===== src/rtl/alu_pkg.sv =====
// Shared encodings, state/path enums and funct decode for the ALU issue sequencer.
package alu_pkg;

    localparam int unsigned XLEN    = 32;
    localparam int unsigned SHAMT_W = 5;

    localparam logic [6:0] F7_BASE  = 7'h00;
    localparam logic [6:0] F7_EXTRA = 7'h20;

    localparam logic [2:0] F3_ADD_SUB = 3'b000;
    localparam logic [2:0] F3_SLL     = 3'b001;
    localparam logic [2:0] F3_SLT     = 3'b010;
    localparam logic [2:0] F3_SLTU    = 3'b011;
    localparam logic [2:0] F3_XOR     = 3'b100;
    localparam logic [2:0] F3_SRL_SRA = 3'b101;
    localparam logic [2:0] F3_OR      = 3'b110;
    localparam logic [2:0] F3_AND     = 3'b111;

    typedef enum logic [1:0] {
        ST_IDLE,
        ST_ALU_WAIT,
        ST_SHIFT,
        ST_DONE
    } state_e;

    typedef enum logic [1:0] {
        PATH_BASE,
        PATH_EXTRA,
        PATH_SHIFT,
        PATH_ILLEGAL
    } path_e;

    // Operand bundle presented to the ALUs.
    typedef struct packed {
        logic [XLEN-1:0] a;
        logic [XLEN-1:0] b;
        logic [2:0]      funct3;
    } alu_req_t;

    // Steer an operation by funct3/funct7; immediates ignore funct7 except on shifts.
    function automatic path_e decode_path(input logic [2:0] f3, input logic [6:0] f7,
                                          input logic is_imm);
        path_e p;
        p = PATH_ILLEGAL;
        if (f3 == F3_SLL) begin
            if (f7 == F7_BASE) p = PATH_SHIFT;
        end else if (f3 == F3_SRL_SRA) begin
            if ((f7 == F7_BASE) || (f7 == F7_EXTRA)) p = PATH_SHIFT;
        end else if (is_imm || (f7 == F7_BASE)) begin
            p = PATH_BASE;
        end else if ((f7 == F7_EXTRA) && (f3 == F3_ADD_SUB)) begin
            p = PATH_EXTRA;
        end
        return p;
    endfunction

endpackage


===== src/rtl/alu_serial_shifter.sv =====
// One-bit-per-cycle barrel-free shifter: load value/count, step until count hits zero.
module alu_serial_shifter
    import alu_pkg::*;
(
    input  logic               clock,
    input  logic               reset_n,
    input  logic               load,
    input  logic               step,
    input  logic               dir_left,
    input  logic               arith,
    input  logic [XLEN-1:0]    value_in,
    input  logic [SHAMT_W-1:0] count_in,
    output logic [XLEN-1:0]    value,
    output logic               done_c
);

    logic [XLEN-1:0]    value_q, value_d;
    logic [SHAMT_W-1:0] count_q, count_d;
    logic               left_q, left_d;
    logic               arith_q, arith_d;

    // Load takes precedence; a step moves one bit and decrements the remaining count.
    always_comb begin
        value_d = value_q;
        count_d = count_q;
        left_d  = left_q;
        arith_d = arith_q;
        if (load) begin
            value_d = value_in;
            count_d = count_in;
            left_d  = dir_left;
            arith_d = arith;
        end else if (step && (count_q != '0)) begin
            if (left_q) value_d = {value_q[XLEN-2:0], 1'b0};
            else        value_d = {arith_q & value_q[XLEN-1], value_q[XLEN-1:1]};
            count_d = count_q - SHAMT_W'(1);
        end
    end

    // Shifter state registers.
    always_ff @(posedge clock or negedge reset_n) begin
        if (!reset_n) begin
            value_q <= '0;
            count_q <= '0;
            left_q  <= 1'b0;
            arith_q <= 1'b0;
        end else begin
            value_q <= value_d;
            count_q <= count_d;
            left_q  <= left_d;
            arith_q <= arith_d;
        end
    end

    assign value  = value_q;
    assign done_c = (count_q == '0);

endmodule


===== src/rtl/alu_sequencer.sv =====
// Issue controller: accepts one op, runs it on base/extra ALU or the serial shifter, returns one result.
module alu_sequencer
    import alu_pkg::*;
(
    input  logic            clock,
    input  logic            reset_n,
    input  logic            kill,
    input  logic            op_valid,
    output logic            op_ready,
    input  logic [2:0]      op_funct3,
    input  logic [6:0]      op_funct7,
    input  logic            op_is_imm,
    input  logic [XLEN-1:0] op_a,
    input  logic [XLEN-1:0] op_b,
    output logic            alu_base_enable,
    output logic            alu_extra_enable,
    output logic [XLEN-1:0] alu_a,
    output logic [XLEN-1:0] alu_b,
    output logic [2:0]      alu_funct3,
    input  logic            alu_done,
    input  logic [XLEN-1:0] alu_result,
    output logic            res_valid,
    input  logic            res_ready,
    output logic [XLEN-1:0] res_data,
    output logic            res_illegal
);

    state_e          state_q, state_d;
    alu_req_t        alu_req_q, alu_req_d;
    logic            base_en_q, base_en_d;
    logic            extra_en_q, extra_en_d;
    logic            op_ready_q, op_ready_d;
    logic            res_valid_q, res_valid_d;
    logic [XLEN-1:0] res_data_q, res_data_d;
    logic            res_illegal_q, res_illegal_d;
    path_e           path_c;
    logic            sh_load_c, sh_step_c, sh_done_c;
    logic [XLEN-1:0] sh_value;

    alu_serial_shifter u_shifter (
        .clock    (clock),
        .reset_n  (reset_n),
        .load     (sh_load_c),
        .step     (sh_step_c),
        .dir_left (op_funct3 == F3_SLL),
        .arith    ((op_funct3 == F3_SRL_SRA) && (op_funct7 == F7_EXTRA)),
        .value_in (op_a),
        .count_in (op_b[SHAMT_W-1:0]),
        .value    (sh_value),
        .done_c   (sh_done_c)
    );

    // Next-state and registered-output logic; kill overrides every transition.
    always_comb begin
        state_d       = state_q;
        alu_req_d     = alu_req_q;
        base_en_d     = 1'b0;
        extra_en_d    = 1'b0;
        res_data_d    = res_data_q;
        res_illegal_d = res_illegal_q;
        sh_load_c     = 1'b0;
        sh_step_c     = 1'b0;
        path_c        = decode_path(op_funct3, op_funct7, op_is_imm);
        case (state_q)
            ST_IDLE: begin
                if (op_valid && op_ready_q) begin
                    case (path_c)
                        PATH_BASE, PATH_EXTRA: begin
                            state_d          = ST_ALU_WAIT;
                            base_en_d        = (path_c == PATH_BASE);
                            extra_en_d       = (path_c == PATH_EXTRA);
                            alu_req_d.a      = op_a;
                            alu_req_d.b      = op_b;
                            alu_req_d.funct3 = op_funct3;
                        end
                        PATH_SHIFT: begin
                            state_d   = ST_SHIFT;
                            sh_load_c = 1'b1;
                        end
                        default: begin
                            state_d       = ST_DONE;
                            res_data_d    = '0;
                            res_illegal_d = 1'b1;
                        end
                    endcase
                end
            end
            ST_ALU_WAIT: begin
                if (alu_done) begin
                    state_d       = ST_DONE;
                    res_data_d    = alu_result;
                    res_illegal_d = 1'b0;
                end
            end
            ST_SHIFT: begin
                if (sh_done_c) begin
                    state_d       = ST_DONE;
                    res_data_d    = sh_value;
                    res_illegal_d = 1'b0;
                end else begin
                    sh_step_c = 1'b1;
                end
            end
            ST_DONE: begin
                if (res_ready) state_d = ST_IDLE;
            end
            default: state_d = ST_IDLE;
        endcase
        if (kill) begin
            state_d       = ST_IDLE;
            alu_req_d     = alu_req_q;
            base_en_d     = 1'b0;
            extra_en_d    = 1'b0;
            res_data_d    = res_data_q;
            res_illegal_d = res_illegal_q;
            sh_load_c     = 1'b0;
            sh_step_c     = 1'b0;
        end
        op_ready_d  = (state_d == ST_IDLE);
        res_valid_d = (state_d == ST_DONE);
    end

    // State and output registers; op_ready rises on the first edge after reset release.
    always_ff @(posedge clock or negedge reset_n) begin
        if (!reset_n) begin
            state_q       <= ST_IDLE;
            alu_req_q     <= '0;
            base_en_q     <= 1'b0;
            extra_en_q    <= 1'b0;
            op_ready_q    <= 1'b0;
            res_valid_q   <= 1'b0;
            res_data_q    <= '0;
            res_illegal_q <= 1'b0;
        end else begin
            state_q       <= state_d;
            alu_req_q     <= alu_req_d;
            base_en_q     <= base_en_d;
            extra_en_q    <= extra_en_d;
            op_ready_q    <= op_ready_d;
            res_valid_q   <= res_valid_d;
            res_data_q    <= res_data_d;
            res_illegal_q <= res_illegal_d;
        end
    end

    assign op_ready         = op_ready_q;
    assign alu_base_enable  = base_en_q;
    assign alu_extra_enable = extra_en_q;
    assign alu_a            = alu_req_q.a;
    assign alu_b            = alu_req_q.b;
    assign alu_funct3       = alu_req_q.funct3;
    assign res_valid        = res_valid_q;
    assign res_data         = res_data_q;
    assign res_illegal      = res_illegal_q;

endmodule


===== config.mk =====
export PLATFORM = sky130hd
export DESIGN_NAME = alu_sequencer
export DESIGN_NICKNAME = d
export VERILOG_FILES = /design/src/rtl/alu_pkg.sv /design/src/rtl/alu_serial_shifter.sv /design/src/rtl/alu_sequencer.sv
export SDC_FILE = /design/constraint.sdc
export NUM_CORES = 1
export LEC_CHECK = 0
export CAP_MARGIN = 5
export CORE_ASPECT_RATIO = 0.6
export CORE_MARGIN = 2
export CORE_UTILIZATION = 49
export CTS_BUF_LIST = sky130_fd_sc_hd__clkbuf_8
export DETAILED_ROUTE_END_ITERATION = 16
export PLACE_DENSITY = 0.83
export SYNTH_ARGS = -nofsm -noshare
export SYNTH_HDL_FRONTEND = slang
export SYNTH_SLANG_ARGS = --single-unit

===== constraint.sdc =====
create_clock -name clock -period 3.3 [get_ports clock]
set_clock_uncertainty 0.05 [all_clocks]
set_input_delay 0.66 -clock clock [delete_from_list [all_inputs] [get_ports clock]]
set_output_delay 0.66 -clock clock [all_outputs]
set_load 0.01 [all_outputs]

==> After elaboration in Yosys (flattened, before gate mapping) <==
Index checks and enable logic that the tools add are counted.
{ "totals": {"elab_cells": 92, "out_inout_bits": 104, "inputBits": 113, "register_bits": 145} }
{ "op_classes": {"n_bitwise": 2, "addsub": 1, "eq_ne": 13, "n_mux": 43, "n_reduce_logical": 19} }
{ "op_table": {"columns": ["op", "n"], "rows": [
  ["two-way mux 32 bit", 7],
  ["case mux 32 bit (3 select lines)", 1],
  ["two-way mux 1 bit", 21],
  ["two-way mux 2 bit", 9],
  ["two-way mux 5 bit", 2],
  ["== test 2 bit (second input constant)", 4],
  ["inequality test 2 bit (second input constant)", 4],
  ["case mux 2 bit (4 select lines)", 1],
  ["== test 7 x 6 -> 1 bit (second input constant)", 1],
  ["logical NOT 7 bit", 1],
  ["logical NOT 2 bit", 3],
  ["AND reduction 6 bit", 1],
  ["logical NOT 5 bit", 1],
  ["nonzero test 5 bit", 1],
  ["subtractor 5 x 1 -> 5 bit (second input constant)", 1],
  ["== test 2 x 1 -> 1 bit (second input constant)", 2],
  ["logical AND 1 bit", 4],
  ["case mux 2 bit (2 select lines)", 1],
  ["AND reduction 4 bit", 1],
  ["== test 3 x 1 -> 1 bit (second input constant)", 1],
  ["== test 3 bit (second input constant)", 1],
  ["logical NOT 3 bit", 1],
  ["case mux 1 bit (3 select lines)", 1],
  ["nonzero test 3 bit", 1],
  ["other kinds (6)", 7]
]} }

==> Longest topological paths before layout <==
Gate-level depths: netlist of run 1.
{ "depth": {"depth_word": 13, "ltp_mapped": 10, "ltp_nobuf": 6} }

==> Cells and area by module <==
A second synthesis of run 1 with hierarchy kept.
{ "hier_totals": {"cells_unflattened": 575, "area_unflattened_um2": 6942.9} }
{ "by_module_without_submodules": {"columns": ["mod", "area_per_inst_um2", "seq_area_each_um2", "n_inst", "cells_per_inst"], "rows": [
  ["alu_sequencer", 4697.0, 2652.5, 1, 355],
  ["alu_serial_shifter", 2245.9, 975.9, 1, 220]
]} }

==> Least setup slack after synthesis of run 1 <==
Ideal clock, no wire load.
{ "synth_timing": {"path_kind": "register to register", "startpoint": "register u_shifter.count_q[0]", "endpoint": "register res_data_q[22] (netlist: res_data[22])", "t_arrival_ns": 2.473, "synth_period_minus_slack_ns": 2.648, "stages_incl_launch_ff": 9, "setup_slack_ns": 0.652, "required_time_ns": 3.125, "path_buffers": 2, "setup_ns": 0.125, "path_cell_list": "dfrtp_1 > inv_1 > ha_1 > or4b_1 > buf_2 > a2111o_1 > a221oi_4 > buf_6 > mux2_2"} }
{ "synth_via": {"elab_chain_cells": 3} }
{ "synth_lines": {"columns": ["element", "line_no", "text"], "rows": [
  ["from (decl)", "alu_serial_shifter.sv:18", "logic [SHAMT_W-1:0] count_q, count_d;"],
  ["from (signal assigned)", "alu_serial_shifter.sv:49", "count_q <= count_d;"],
  ["logical NOT 5 bit", "alu_serial_shifter.sv:56", "assign done_c = (count_q == '0);"],
  ["inequality test 2 bit (no line)", null, null],
  ["AND reduction 6 bit (no line)", null, null],
  ["to (signal assigned)", "alu_sequencer.sv:141", "res_data_q <= res_data_d;"],
  ["to (decl)", "alu_sequencer.sv:34", "logic [XLEN-1:0] res_data_q, res_data_d;"]
]} }
Every way passes these cells.
A chain may end at the register's enable or synchronous reset.

==> Worst setup path in the final report of run 1 <==
{ "layout_timing": {"startpoint": "register u_shifter.count_q[0]", "endpoint": "register res_data_q[28] (netlist: res_data[28])"} }
Same word-level chain as after synthesis.

==> flow_metrics.tcl, run 1 <==
set metrics [dict create \
    clk_pin_slew_ps 90 \
    hold_buffers 0 \
    drt_iter0_drc 331 \
    fin_crit_ps 2764 \
    port_buffers 216 \
    p_int_uw 5587 \
    hold_violations 0 \
    slew_violations 0 \
    postLayoutCoreUtil_pct 70.98 \
    grtUsageTotal_pct 25.27 \
    p_comb_share_pct 46.8 \
    area_growth_pct 39.87 \
    layout.nets 891 \
    critical_path_peak_fanout 18 \
    cts_resized 0 \
    clock_tree.buffer_depth 2 \
    dr.pass1.iters 10 \
    final-seq-area_mm2 0.003630 \
    start_util_pct 50.74 \
    clk_latency_ps 440 \
    syn_inst 560 \
    synth-main-ff-cell "dfrtp_1" \
    cp_slowest_cell "or4b_1" \
    grt_antenna_before_repair 0 \
    post-route-period-util_pct 83.77 \
    drive_gt1_share_pct 24.39 \
    grt_max_degree 90 \
    root_buffer "clkbuf_8" \
    grt_pass1_wl_um 29520 \
    p_seq_share_pct 36.8 \
    dp_hpwl_um 13260 \
    drc_errors 0 \
    n_fill_cell 966 \
    wirelength_um 18580 \
    gp_congestion 0.8560 \
    ys_ff_latch 145 \
    relSlewSlack_pct 36.96 \
    core-area_mm2 0.01379 \
    ios 217 \
    dp_slack_ps 379.0 \
    critical_path_class "flop to flop" \
    tightest_slew_ps 945.7 \
    switchingPower_uw 2941 \
    die-area_mm2 0.01529 \
    cts_made_buffers 17 \
    crit_chain "inv_1, ha_1, or4b_1, a2111o_1, a221oi_4, buf_4, mux2_2" \
    crit_family "compound AO/OA/AOI/OAI gates" \
    worst_slack_ps 535.5 \
    ys_seq_area_share_pct 51.85 \
    tns_ps 0 \
    diodes 0 \
    hold_path.class "input pin to asynchronous set/reset pin" \
    rows 33 \
    cts_sinks 145 \
    syn_nets 681 \
    status "finished clean" \
    dieWidth_um 158.3 \
    multiInputGateArea_mm2 0.003178 \
    switching_share_pct 34.49 \
    power.density_mw_per_mm2 871.3 \
    synth_edf_count 0 \
    crit_arrival_ps 3030 \
    avgViaCountPerCell 5.502 \
    cts_tree "done" \
    syn_area_per_cell_um2 12.50 \
    grt_pass1_vias 5693 \
    end_kind "flop" \
    slowest_delay_ps 490 \
    holdWs_ps 227.5 \
    wl_per_cell_um 19.06 \
    finalInstanceArea_mm2 0.009788 \
    antenna_left 0 \
    via_count 5364 \
    pwr-share-clk_pct 16.4 \
    htree_levels 4 \
    power_leakage_uw 0.003919 \
    netlist_area_mm2 0.006998 \
    die_height_um 96.57 \
    synth.distinct_cells 42 \
    cp_num_buf_inv 2 \
    fmaxAchievable_ghz 0.3617 \
    setup_viol 0 \
    cts_setup_buffers 0 \
    rsz0062_at_grt "no" \
    cp_data_required_time_ps 3560 \
    cap_violations 0 \
    ys_async_sr_fraction_pct 100.0 \
    startpoint_type "flop" \
    overflow 0 \
    yosys_warnings 0 \
    place_area_mm2 0.009395 \
    ir_drop_v 0.0004634 \
]
area by class of cell:
class / count / share of cell area [%]
clock buffers: 17 / 2.390
repair buffers: 232 / 23.71
flip-flops and latches: 145 / 37.08
multi-input cells: 367 / 32.47
well taps: 192 / 2.454
inverters: 7 / 0.2684
clock inverters: 15 / 1.623
kinds of logic (layout without fill, tap and decap cells):
kind of cell / Yosys count / count (layout) / share of synthesized area [%]
DFF: 145 / 145 / 51.85
AOI/OAI and AO/OA: 112 / 112 / 10.08
and+or+nand+nor: 73 / 73 / 6.276
muxes: 169 / 169 / 26.64
buffers and inverters: 48 / 271 / 3.093
xor gates and xnor gates: 5 / 5 / 0.6258
adders and majority gates: 8 / 8 / 1.430
flip-flops by register name, indices dropped and copies added, names as in the netlist, 2 cells and up:
name,cells
alu_a,32
alu_b,32
res_data,32
u_shifter.value,32
u_shifter.count_q,5
alu_funct3,3
state_q,2
metrics by stage:
stage	instances	total power (uW)
final	975	8529
after global routing	975	9085
after CTS	975	8599
after detailed placement	943	7170
after global placement	943	6985
after floorplan	560	5230
placed cells by master (no fill, tap or decap), drive strengths merged, types with 8 or more instances in the layout:
cell,instances
a21oi,63
a22oi,32
buf,17
clkbuf,17
clkdlybuf4s50,215
dfrtp,145
ha,8
inv,13
mux2,138
mux2i,31
nor2,9
nor2b,39
final timing paths:
| kind | start | endpoint | slack, ps | cells past startpoint |
|---|---|---|---|---|
| max | u_shifter.count_q[0] | res_data[28] | 540 | 7 |
| min | reset_n | res_data[6] | 230 | 1 |
| max reg2reg | u_shifter.count_q[0] | res_data[28] | 540 | 7 |
| min reg2reg | res_data[7] | res_data[7] | 460 | 1 |
| max in group asynchronous | reset_n | alu_a[26] | 2190 | 2 |
| min in group clock | res_data[7] | res_data[7] | 460 | 1 |
synthesized netlist by cell type, types with 4 or more instances:
cell type	number	area share, %
dfrtp_1	145	52
mux2_2	138	22
a21oi_1	63	4.5
nor2b_1	39	3.5
a22oi_1	32	3.4
mux2i_1	31	4.4
clkbuf_1	24	1.3
buf_2	11	0.79
nor2_1	9	0.48
ha_1	8	1.4
inv_1	7	0.38
nand3_1	4	0.29
xnor2_1	4	0.50
power by group through the flow:
stage,combinational (uW),clock (uW),sequential [uW]
after global routing,4330,1510,3240
after floorplan,1900,0,3330
final,3990,1400,3140
after CTS,4030,1420,3140
after global placement,3860,0,3120
after detailed placement,4000,0,3170
metal layers:
metal	track usage [%]	vias up	part of all wire, %
met5	0	-	0
met4	5.330	0	0.46
met3	8.296	12	8.2
met2	41.96	221	46
met1	32.80	2676	45
li1	-	2455	-
Note: power is estimated with default switching activity, not from simulation.
==> run 2, diff against run 1 <==
--- a/config.mk
+++ b/config.mk
@@ -8,10 +8,10 @@
 export CAP_MARGIN = 5
 export CORE_ASPECT_RATIO = 0.6
 export CORE_MARGIN = 2
-export CORE_UTILIZATION = 49
+export CORE_UTILIZATION = 44
 export CTS_BUF_LIST = sky130_fd_sc_hd__clkbuf_8
 export DETAILED_ROUTE_END_ITERATION = 16
-export PLACE_DENSITY = 0.83
+export PLACE_DENSITY = 0.79
 export SYNTH_ARGS = -nofsm -noshare
 export SYNTH_HDL_FRONTEND = slang
 export SYNTH_SLANG_ARGS = --single-unit
==> constraint.sdc (replaced) <==
create_clock -name clock -period 2.36 [get_ports clock]
set_clock_uncertainty 0.05 [all_clocks]
set_input_delay 0.472 -clock clock [delete_from_list [all_inputs] [get_ports clock]]
set_output_delay 0.472 -clock clock [all_outputs]
set_load 0.01 [all_outputs]
==> flow_metrics.tcl, run 2 (synthesis results as in run 1) <==
set metrics [dict create \
    wirelength_um 20670 \
    worst_slack_ps -256.7 \
    start_util_pct 45.27 \
    die_height_um 101.7 \
    p_seq_share_pct 34.7 \
    dp_hpwl_um 14320 \
    cp-startpoint "u_shifter.count_q[0]" \
    startpoint_type "flop" \
    rows 35 \
    grtUsageTotal_pct 24.56 \
    drc_errors 0 \
    dr.pass1.iters 5 \
    endpoint "res_data[30]" \
    htree_levels 4 \
    end_kind "flop" \
    layout_commonest_cell "clkdlybuf4s50_1" \
    ios 217 \
    fin_total_pwr_uw 12720 \
    rsz0062_at_grt "yes" \
    cts_tree "done" \
    postLayoutCoreUtil_pct 67.29 \
    cp_slowest_cell "or4b_4" \
    relSlewSlack_pct 57.05 \
    clk_pin_slew_ps 90 \
    crit_arrival_ps 2900 \
    hold_depth 1 \
    power.density_mw_per_mm2 1222 \
    overflow 0 \
    port_buffers 216 \
    setup_viol 36 \
    fmaxAchievable_ghz 0.3822 \
    grt_antenna_before_repair 0 \
    core-area_mm2 0.01546 \
    dp_slack_ps -350.2 \
    crit_family "compound AO/OA/AOI/OAI gates" \
    cts_sinks 145 \
    root_buffer "clkbuf_8" \
    tightest_slew_ps 644.2 \
    cp.depth 8 \
    dieWidth_um 166.8 \
    area_growth_pct 48.65 \
    n_fill_cell 1101 \
    pwr-share-clk_pct 16.1 \
    switching_share_pct 35.42 \
    antenna_left 0 \
    wl_per_cell_um 20.09 \
    violations "setup timing" \
    critical_path_peak_fanout 11 \
    p_comb_share_pct 49.2 \
    via_count 5577 \
    worst_r2r_endpoint "res_data[30]" \
    cap_violations 0 \
    gp_congestion 0.8251 \
    diodes 0 \
    hold_path.class "flop to flop" \
    cp_num_buf_inv 3 \
    place_area_mm2 0.009671 \
    drt_iter0_drc 357 \
    die-area_mm2 0.01696 \
    mostFrequentLayoutCells "clkdlybuf4s50_1 (215), dfrtp_1 (144), mux2_2 (122)" \
    grt_pass1_vias 5789 \
    finalInstanceArea_mm2 0.01040 \
    grt_max_degree 55 \
    reg2reg_from "u_shifter.count_q[0]" \
    slew_violations 0 \
    cp_data_required_time_ps 2650 \
    avgViaCountPerCell 5.420 \
    drive_gt1_share_pct 29.66 \
    layout.nets 934 \
    clock_tree.buffer_depth 2 \
    rrSetupSlack_ps -260 \
    fin_crit_ps 2617 \
    post-route-period-util_pct 110.9 \
    p_int_uw 8212 \
    power_leakage_uw 0.004210 \
    hold_violations 0 \
    switchingPower_uw 4505 \
    status "complete, but fails checks" \
    grt_pass1_wl_um 32220 \
    worstRegToRegCells 8 \
    clk_latency_ps 450 \
    slowest_delay_ps 490 \
    crit_chain "inv_2, ha_4, or4b_4, a2111o_1, a221oi_4, buf_6, buf_12, mux2_2" \
    ir_drop_v 0.0007505 \
    cts_made_buffers 17 \
    critical_path_class "flop to flop" \
]
==> run 2: cell types whose count changed in the layout (fill, tap and decap cells not counted), moves of 3 or more <==
cell	before	now
inv_6	4	7
buf_12	3	8
clkinv_4	5	1
inv_1	9	3
ha_1	8	5
inv_8	0	4
mux2_4	0	16
clkbuf_16	0	3
mux2_2	138	122
buf_4	13	42
inv_2	0	4
==> run 2: worst min-delay path by stage <==
stage | from | to | slack, ps
after global placement | reset_n | state_q[1] | 400
final | u_shifter.arith_q | u_shifter.arith_q | 460
after global routing | alu_b[13] | alu_b[13] | 480
after CTS | u_shifter.arith_q | u_shifter.arith_q | 460
after detailed placement | reset_n | alu_b[30] | 410
after floorplan | reset_n | alu_a[0] | 130
==> run 2: through the flow <==
stage | cells | TNS (ps) | hold WS [ps]
3_3_place_gp | 981 | -24520 | 404.6
3_5_place_dp | 981 | -31770 | 413.7
4_1_cts | 1021 | -6180 | 460.6
5_1_grt | 1029 | -9285 | 482.7
6_report | 1029 | -6742 | 457.7
2_1_floorplan | 560 | -6525 | 126.4
==> run 2: worst reg2reg max path, cell delays in order, from the launching register on <==
cell	delay (ps)
dfrtp_1	400
inv_2	80
ha_4	130
or4b_4	490
a2111o_1	420
a221oi_4	230
buf_6	190
buf_12	160
mux2_2	350
==> run 2: layout make-up <==
| cell class | count | area [um^2] | share of cell area [%] |
|---|---|---|---|
| Timing Repair Buffer | 275 | 2816 | 27.07 |
| Tap cell | 203 | 254.0 | 2.442 |
| Clock inverter | 14 | 161.4 | 1.552 |
| Clock buffer | 18 | 247.7 | 2.382 |
| Multi-Input combinational cell | 367 | 3267 | 31.40 |
| Inverter | 7 | 26.28 | 0.2526 |
| Sequential cell | 145 | 3630 | 34.89 |
==> run 2: metal layers <==
| layer | track usage, % | wire length [um] | vias to the layer above |
|---|---|---|---|
| li1 | - | - | 2541 |
| met1 | 33.78 | 9475 | 2802 |
| met2 | 38.56 | 9474 | 211 |
| met3 | 7.034 | 1453 | 23 |
| met4 | 6.764 | 265 | 0 |
| met5 | 0 | 0 | - |
==> run 2: power by group through the flow <==
stage / sequential (uW) / combinational, uW / clock, uW
after floorplan: 4650 / 2670 / 0
after global placement: 4340 / 5620 / 0
after detailed placement: 4430 / 5820 / 0
after CTS: 4390 / 6180 / 2090
after global routing: 4560 / 6710 / 2200
final: 4410 / 6260 / 2050
==> run 2: timing repair <==
item | CTS | global route
pin swaps | 0 | 0
gates resized for setup | 22 | 8
buffers inserted | 5 | 5
setup endpoints to repair | 67 | 139
hold buffers | 1 | 0
gates cloned | 2 | 3
endpoints found under the hold margin | 51 | 0
==> run 3, diff against run 2 <==
--- a/config.mk
+++ b/config.mk
@@ -9,7 +9,7 @@
 export CORE_ASPECT_RATIO = 0.6
 export CORE_MARGIN = 2
 export CORE_UTILIZATION = 44
-export CTS_BUF_LIST = sky130_fd_sc_hd__clkbuf_8
+export CTS_BUF_LIST = sky130_fd_sc_hd__clkbuf_4
 export DETAILED_ROUTE_END_ITERATION = 16
 export PLACE_DENSITY = 0.79
 export SYNTH_ARGS = -nofsm -noshare
==> flow_metrics.tcl, run 3 (synthesis results as in run 1) <==
set metrics [dict create \
    relSlewSlack_pct 57.07 \
    critical_path_class "flop to flop" \
    worstRegToRegCells 8 \
    tns_ps -7151 \
    cts_tree "done" \
    setup_viol 37 \
    fin_crit_ps 2619 \
    drive_gt1_share_pct 29.37 \
    clk_latency_ps 540 \
    start_util_pct 45.27 \
    wl_per_cell_um 19.96 \
    post-route-period-util_pct 111.0 \
    power.density_mw_per_mm2 1199 \
    drc_errors 0 \
    status "complete, but fails checks" \
    cap_violations 0 \
    die-area_mm2 0.01696 \
    power_leakage_uw 0.004166 \
    critical_path_peak_fanout 5 \
    cts_sinks 145 \
    dieWidth_um 166.8 \
    cp_data_required_time_ps 2730 \
    root_buffer "clkbuf_4" \
    area_growth_pct 47.34 \
    overflow 0 \
    via_count 5586 \
    crit_chain "inv_2, ha_4, or4b_4, a2111o_1, a221oi_4, buf_6, clkbuf_16, mux2_4" \
    grt_antenna_before_repair 0 \
    grt_pass1_vias 5808 \
    finalInstanceArea_mm2 0.01031 \
    dp_hpwl_um 14320 \
    diodes 0 \
    core-area_mm2 0.01546 \
    place_area_mm2 0.009671 \
    hold_path.class "input pin to asynchronous set/reset pin" \
    slowest_delay_ps 490 \
    reg2reg_from "u_shifter.count_q[1]" \
    grt_pass1_wl_um 32110 \
    ir_drop_v 0.0007285 \
    drt_iter0_drc 376 \
    cts_made_buffers 17 \
    ios 217 \
    clock_tree.buffer_depth 2 \
    rsz0062_at_grt "yes" \
    fmaxAchievable_ghz 0.3818 \
    crit_arrival_ps 2990 \
    layout.nets 932 \
    cp_slowest_cell "or4b_4" \
    cp_num_buf_inv 3 \
    gp_congestion 0.8251 \
    rrSetupSlack_ps -260 \
    worst_slack_ps -259.3 \
    mostFrequentLayoutCells "clkdlybuf4s50_1 (215), dfrtp_1 (144), mux2_2 (115)" \
    cp.depth 8 \
    crit_family "compound AO/OA/AOI/OAI gates" \
    htree_levels 4 \
    port_buffers 216 \
    multiInputGateArea_mm2 0.003293 \
    worst_r2r_endpoint "res_data[17]" \
    final-seq-area_mm2 0.003630 \
    wirelength_um 20500 \
    tightest_slew_ps 643.9 \
    n_fill_cell 1110 \
    slew_violations 0 \
    antenna_left 0 \
    hold_violations 0 \
    grtUsageTotal_pct 24.38 \
    holdWs_ps 387.2 \
    violations "setup timing" \
    dr.pass1.iters 5 \
    layout_commonest_cell "clkdlybuf4s50_1" \
    grt_max_degree 55 \
    end_kind "flop" \
    avgViaCountPerCell 5.439 \
    fin_total_pwr_uw 12360 \
    rows 35 \
    die_height_um 101.7 \
    startpoint_type "flop" \
    clk_pin_slew_ps 150 \
]
## run 3: cell count changes in the layout (fill, tap and decap cells not counted)
cell,delta
clkbuf_8,-18
clkbuf_4,+17
mux2_2,-7
mux2_4,+7
buf_4,-2
buf_6,-1
clkbuf_16,+1
clkinv_1,+1
## run 3: worst max path at each step
stage                                    start      endpoint
after floorplan           u_shifter.count_q[0]  res_data[22]
after global placement            op_funct7[1]     alu_b[20]
after detailed placement  u_shifter.count_q[1]   res_data[5]
after CTS                 u_shifter.count_q[0]  res_data[30]
after global routing      u_shifter.count_q[0]  res_data[23]
final                     u_shifter.count_q[1]  res_data[17]
## run 3: what timing repair did
item | 4_1_cts | 5_1_grt
gates resized for setup | 25 | 11
pin swaps | 1 | 2
hold endpoints to repair | 51 | 0
endpoints found under the setup margin | 67 | 126
gates cloned | 2 | 4
hold buffers | 1 | 0
buffers inserted | 5 | 2
## run 3: cell type report
class | instances | area share, %
Multi-Input combinational cell | 367 | 31.94
Timing Repair Buffer | 273 | 27.30
Inverter | 7 | 0.2548
Clock buffer | 17 | 1.238
Tap cell | 203 | 2.463
Clock inverter | 15 | 1.602
Sequential cell | 145 | 35.20
## run 3: metrics by stage
step	cells	setup WS, ps	util [%]
2_1_floorplan	560	-219.2	-
3_3_place_gp	981	-226.3	62.56
3_5_place_dp	981	-350.2	62.56
4_1_cts	1021	-282.7	65.67
5_1_grt	1027	-310.2	66.70
6_report	1027	-259.3	66.70
## run 3: routing by layer
layer | global-route usage (%) | vias to the layer above | part of all wire [%]
li1 | - | 2540 | -
met5 | 0 | - | 0
met2 | 38.59 | 243 | 46
met3 | 7.151 | 20 | 7.5
met4 | 5.172 | 0 | 0.76
met1 | 33.76 | 2783 | 46
## run 3: where the power goes
| group | switching [uW] | internal, uW |
|---|---|---|
| Sequential | 812 | 3590 |
| Combinational | 2580 | 3730 |
| Clock | 1070 | 583 |
